[src/rtl/pc_sequencer.sv]
// Program-counter sequencer: FETCH/EXEC instruction cycle with pause, single-step and halt.
// Owns pc, ir and the retired-instruction counter; control decode drives jump/immediate hints.
module pc_sequencer (
   input  logic       clk,
   input  logic       reset,
   input  logic [7:0] romData,
   input  logic [7:0] dbus,
   input  logic       doJumpBar,
   input  logic       assertRom,
   input  logic       run,
   input  logic       step,
   output logic [7:0] ir,
   output logic [7:0] pc,
   output logic [7:0] romAddr,
   output logic       phaseExec,
   output logic       halted,
   output logic [7:0] retired
);

   typedef enum logic [1:0] {
      FETCH = 2'd0,
      EXEC  = 2'd1,
      PAUSE = 2'd2,
      HALT  = 2'd3
   } state_t;

   state_t     state_reg;
   logic [7:0] pc_reg;
   logic [7:0] ir_reg;
   logic [7:0] retired_reg;
   logic       is_halt;

   assign is_halt = (ir_reg[6:4] == 3'b111);

   always_ff @(posedge clk) begin
      if (reset) begin
         state_reg   <= FETCH;
         pc_reg      <= 8'h00;
         ir_reg      <= 8'h00;
         retired_reg <= 8'h00;
      end else begin
         case (state_reg)
            FETCH: begin
               ir_reg    <= romData;
               pc_reg    <= pc_reg + 8'd1;
               state_reg <= EXEC;
            end
            EXEC: begin
               retired_reg <= retired_reg + 8'd1;
               if (is_halt) begin
                  state_reg <= HALT;
               end else begin
                  // Jump wins over the immediate-byte increment.
                  if (!doJumpBar)
                     pc_reg <= dbus;
                  else if (assertRom)
                     pc_reg <= pc_reg + 8'd1;
                  state_reg <= run ? FETCH : PAUSE;
               end
            end
            PAUSE: begin
               if (run || step)
                  state_reg <= FETCH;
            end
            HALT: begin
               state_reg <= HALT;
            end
         endcase
      end
   end

   assign ir        = ir_reg;
   assign pc        = pc_reg;
   assign romAddr   = pc_reg;
   assign retired   = retired_reg;
   assign phaseExec = (state_reg == EXEC);
   assign halted    = (state_reg == HALT);

endmodule

[config.mk]
export PLATFORM = sky130hd
export DESIGN_NAME = pc_sequencer
export DESIGN_NICKNAME = d
export VERILOG_FILES = /design/src/rtl/pc_sequencer.sv
export SDC_FILE = /design/constraint.sdc
export NUM_CORES = 1
export LEC_CHECK = 0
export BUFFER_PORTS_ARGS = -buffer_cell sky130_fd_sc_hd__buf_4
export CORE_MARGIN = 1
export CORE_UTILIZATION = 24
export CTS_BUF_LIST = sky130_fd_sc_hd__clkbuf_4
export CTS_CLUSTER_DIAMETER = 50
export DETAILED_ROUTE_END_ITERATION = 10
export PLACE_DENSITY = 0.58
export SLEW_MARGIN = 20
export SYNTH_ARGS = -nofsm -noshare
export SYNTH_HDL_FRONTEND = slang
export SYNTH_SLANG_ARGS = --single-unit
export TNS_END_PERCENT = 30
[constraint.sdc]
create_clock -name clk -period 1.65 [get_ports clk]
set_input_delay 0.165 -clock clk [delete_from_list [all_inputs] [get_ports clk]]
set_output_delay 0.165 -clock clk [all_outputs]
set_load 0.005 [all_outputs]
# Yosys cells after proc, flatten, opt, wreduce, memory -nomap -nowiden
# Index checks and enable logic that the tools add are counted.
dict set report totals {
  register_bits 26
  in_bits 22
  output_inout_bits 34
  elab_cells 25
}
dict set report classes {
  add_sub_neg 2
  n_eq_ne 7
  muxes 8
  n_reduce_logical 4
}
# cell count
set op_table {}
lappend op_table {{$mux 8} 3}
lappend op_table {{$add 8x1->8 const B} 2}
lappend op_table {{$pmux 8 s2} 1}
lappend op_table {{$pmux 2 s4} 1}
lappend op_table {{$mux 2} 3}
lappend op_table {{$eq 2x2->1 const B} 2}
lappend op_table {{$ne 2x2->1 const B} 2}
lappend op_table {{$eq 3x3->1 const B} 1}
lappend op_table {{$ne 3x3->1 const B} 1}
lappend op_table {{$reduce_and 3->1} 1}
lappend op_table {{$eq 2x1->1 const B} 1}
lappend op_table {{$logic_not 2->1} 1}
lappend op_table {{$reduce_bool 2->1} 1}
lappend op_table {{$logic_or 1x1->1} 1}

# Logic depth before layout (Yosys ltp)
dict set report logic_depth {
  depth_word 5
  mapped_depth 6
  depth_no_buf 5
}

# Least setup slack after synthesis
# No wires, ideal clock.
dict set report synth_path {
  path_kind {reg-to-reg}
  startpoint {register pc_reg[0] (netlist: pc[0])}
  endpoint {register pc_reg[6] (netlist: pc[6])}
  arrival_time_ns 1.250
  setup_slack_ns 0.331
  stages_incl_launch_ff 6
  n_path_buf 0
  synth_period_minus_slack_ns 1.319
  path_cell_list {dfxtp_1 ha_1 and3_1 nand3_1 o31a_1 o21ai_1}
}
dict set report synth_via {
  elab_chain_len 5
}
# element line
set synth_lines {}
lappend synth_lines {{from (decl)} 28} ;# logic [7:0] pc_reg;
lappend synth_lines {{from (signal assigned)} 45} ;# pc_reg <= pc_reg + 8'd1;
lappend synth_lines {{from (signal assigned)} 55} ;# pc_reg <= dbus;
lappend synth_lines {{from (signal assigned)} 57} ;# pc_reg <= pc_reg + 8'd1;
lappend synth_lines {{$add 8x1->8 (*)} {45, 57}}
lappend synth_lines {{$mux 8} 56} ;# else if (assertRom)
lappend synth_lines {{$mux 8} 54} ;# if (!doJumpBar)
lappend synth_lines {{$mux 8} 50} ;# if (is_halt) begin
lappend synth_lines {{$pmux 8 s2 (*)} 42} ;# case (state_reg)
# Mark *: on every way between the ends. The rest lies on a longest branch, timed or not. The select of a mux whose other input is x is not followed.
# A chain may end at the register's enable or synchronous reset.

# Worst setup path after layout
dict set report layout_path {
  startpoint {register state_reg[0]}
  endpoint {output phaseExec}
}
dict set report layout_via {
  elab_chain_len 1
}
# element line
set layout_lines {}
lappend layout_lines {{from (decl)} 27} ;# state_t state_reg;
lappend layout_lines {{from (signal assigned)} 58} ;# state_reg <= run ? FETCH : PAUSE;
lappend layout_lines {{$eq 2x1->1} 76} ;# assign phaseExec = (state_reg == EXEC);
lappend layout_lines {{to (decl)} 15} ;# output logic phaseExec,
# No other way between the ends.

==> metrics.cfg <==
[clock_network]
path_clk_slew_ns = 0.14
clock-sinks = 26
clk_latency_ns = 0.31
cts_resized = 0
cts_buffer_depth = 2
post_cts_buffers = 0
htreeDepth = 1
cts-hold-fix-buffers = 0
cts_tree = done
numCtsBuffers = 3
clockRootBuffer = clkbuf_4

[min_path]
min_path_cells = 3
min_path_type = in -> reg

[power_and_ir_drop]
vdd_drop_max_uv = 319
seqPwrFrac_pct = 54.3
p_leak_nw = 0.760
p_sw_share_pct = 28.4
power_frac_comb_pct = 25.1
clock_power_share_pct = 20.6
internal-power_mw = 0.945
powerDensity_mw_per_mm2 = 746
switchingPower_mw = 0.374

[worst_setup_path]
r2r_cells = 5
worst-setup-path-type = reg -> out
worstSetupEndpointType = primary output
cp_data_arrival_time_ns = 1.32
worstPathMaxFanout = 8
critPathRequiredTime_ns = 1.48
critPathLaunchType = flop

[detailed_routing]
totalWireLength_um = 3050
wl_per_cell_um = 11.1
dr.pass1.iters = 4
drc = 0
postRouteAntennaNets = 0
drt-initial-drc-count = 46
viasPerCell = 4.30
num_vias = 1177

[timing]
finalSetupTns_ns = 0
fin_skew_ns = 0.00667
hold_viol = 0
post-route-period-util_pct = 90.1
max_slew_margin_pct = 59.1
max_freq_mhz = 672
worstMarginPinSlew_ns = 0.611
post-route-min-period_ns = 1.49
slew_violations = 0
finalSetupViolCount = 0
rsz0062_at_grt = no

[global_route]
grt_max_degree = 27
antenna_found_initial = 0
grt_use_total_pct = 10.9
grt_pass1_wl_um = 4870
grt-ovfl-total = 0
grt_pass1_vias = 1094

[yosys]
ys_ff_latch = 26
avgSynthCellArea_um2 = 8.37
yosysUniqueCellTypes = 37
ys_seq_area_share_pct = 39.9
yosys-top-cells-area = dfxtp_1, nand2_1, a21oi_1
syn_inst = 156
synth-main-ff-cell = dfxtp_1
synth_edf_count = 0
syn-num-nets = 180
yosysWarnings = 0
yosys.area.top_type = dfxtp_1
syn_area_mm2 = 0.00131
synth_top_area_share_pct = 39.9
async_reset_ff_share_pct = 0

[placement]
gp_congestion = 0.835
dp.cells = 270
port_buffers = 55
hpwlAfterDp_um = 2250

[floorplanning]
core-area_mm2 = 0.00517
die_h_um = 75.7
die_area_mm2 = 0.00574
ios = 56
fp-row-count = 26
start_util_pct = 25.2
die-width_um = 75.7

[status]
status = complete, no violations

[final_layout]
layout-drive-gt1-share_pct = 34.3
regArea_um2 = 520
area_growth_pct = 35.4
layout.cells.non_filler = 274
n_antenna_cell = 0
fin_nets = 229
n_fill_cell = 559
multi_input_area_um2 = 658

[flow_run]
maxCapViolCount = 0

==> power groups by stage <==
| stage | sequential [mW] | combinational [mW] | clock, mW |
|---|---|---|---|
| 5_1_grt | 0.726 | 0.370 | 0.316 |
| 2_1_floorplan | 0.733 | 0.178 | 0 |
| 6_report | 0.717 | 0.331 | 0.271 |
| 3_3_place_gp | 0.730 | 0.334 | 0 |
| 4_1_cts | 0.717 | 0.336 | 0.292 |
| 3_5_place_dp | 0.732 | 0.335 | 0 |
==> final timing paths <==
path / start / endpoint / slack, ns
hold reg to reg: ir[2]$_SDFFE_PP0P_ / ir[2]$_SDFFE_PP0P_ / 0.47
hold / removal: romData[0] / ir[0]$_SDFFE_PP0P_ / 0.08
setup reg to reg: state_reg[1]$_SDFFE_PP0P_ / pc[0]$_SDFFE_PP0P_ / 0.26
setup / recovery: state_reg[0]$_SDFFE_PP0P_ / phaseExec / 0.16
==> cell families after synthesis <==
| kind of cell | Yosys count | share of synthesized area [%] |
|---|---|---|
| XOR/XNOR | 7 | 4.70 |
| multiplexers | 3 | 2.30 |
| AND/OR/NAND/NOR | 63 | 23.3 |
| buffers and inverters | 19 | 9.68 |
| flip-flops | 26 | 39.9 |
| adder cells (fa/ha/maj) | 2 | 1.92 |
| AO/OA/AOI/OAI | 36 | 18.2 |
==> final cells by class <==
class / instances / area share (%)
inverter: 3 / 0.637
clock buffer: 3 / 1.27
timing repair buffer: 60 / 26.2
sequential: 26 / 29.5
multi-input combinational: 111 / 37.3
tap: 70 / 4.96
clock inverter: 1 / 0.212
==> worst max-delay path, stage by stage, from the launching register on <==
cell and delay (ns):
dfxtp_1 0.44, nor2b_1 0.39, buf_4 0.19
==> cell usage after synthesis, types with 3 or more instances <==
cell type	n
a21oi_1	15
and2_1	3
buf_4	8
buf_6	3
clkbuf_1	3
dfxtp_1	26
inv_1	3
mux2i_1	3
nand2_1	24
nand4_1	5
nor2_1	15
nor2b_1	4
o21ai_0	4
o21ai_1	4
xor2_1	6
==> cell usage in the layout, fill, tap and decap left out, types with 2 or more instances in the layout <==
cell / netlist / routed
o21ai_1: 4 / 4
o2bb2ai_1: 2 / 2
nor2_1: 15 / 15
nand2_1: 24 / 24
nor2b_1: 4 / 4
a21oi_1: 15 / 15
nand4_1: 5 / 5
nand3_1: 2 / 2
xor2_1: 6 / 6
mux2i_1: 3 / 3
and3_1: 2 / 2
o21ai_2: 2 / 2
o21ai_0: 4 / 4
nor4_1: 2 / 2
inv_1: 3 / 3
dfxtp_1: 26 / 26
clkbuf_4: 0 / 3
a31oi_1: 2 / 2
buf_4: 8 / 59
ha_1: 2 / 2
and2_1: 3 / 3
==> routing by layer <==
metal | global-route usage, % | part of all wire (%) | wire, µm
met1 | 14.7 | 49 | 1490
met2 | 17.7 | 45 | 1380
met3 | 1.72 | 5.4 | 165
met4 | 3.29 | 0.69 | 21
met5 | 0 | 0 | 0
==> stage by stage <==
stage          hold WS [ns]  total power, mW  area, µm²  utilization [%]  setup slack [ns]
4_1_cts              0.0557             1.35       1770             34.2             0.143
5_1_grt              0.0686             1.41       1770             34.2            0.0112
3_5_place_dp          0.424             1.07       1740             33.6             0.271
3_3_place_gp          0.416             1.06       1740             33.6             0.341
6_report             0.0776             1.32       1770             34.2             0.163
2_1_floorplan         0.301            0.911       1310                -             0.331
Note: power is estimated with default switching activity, not from simulation.
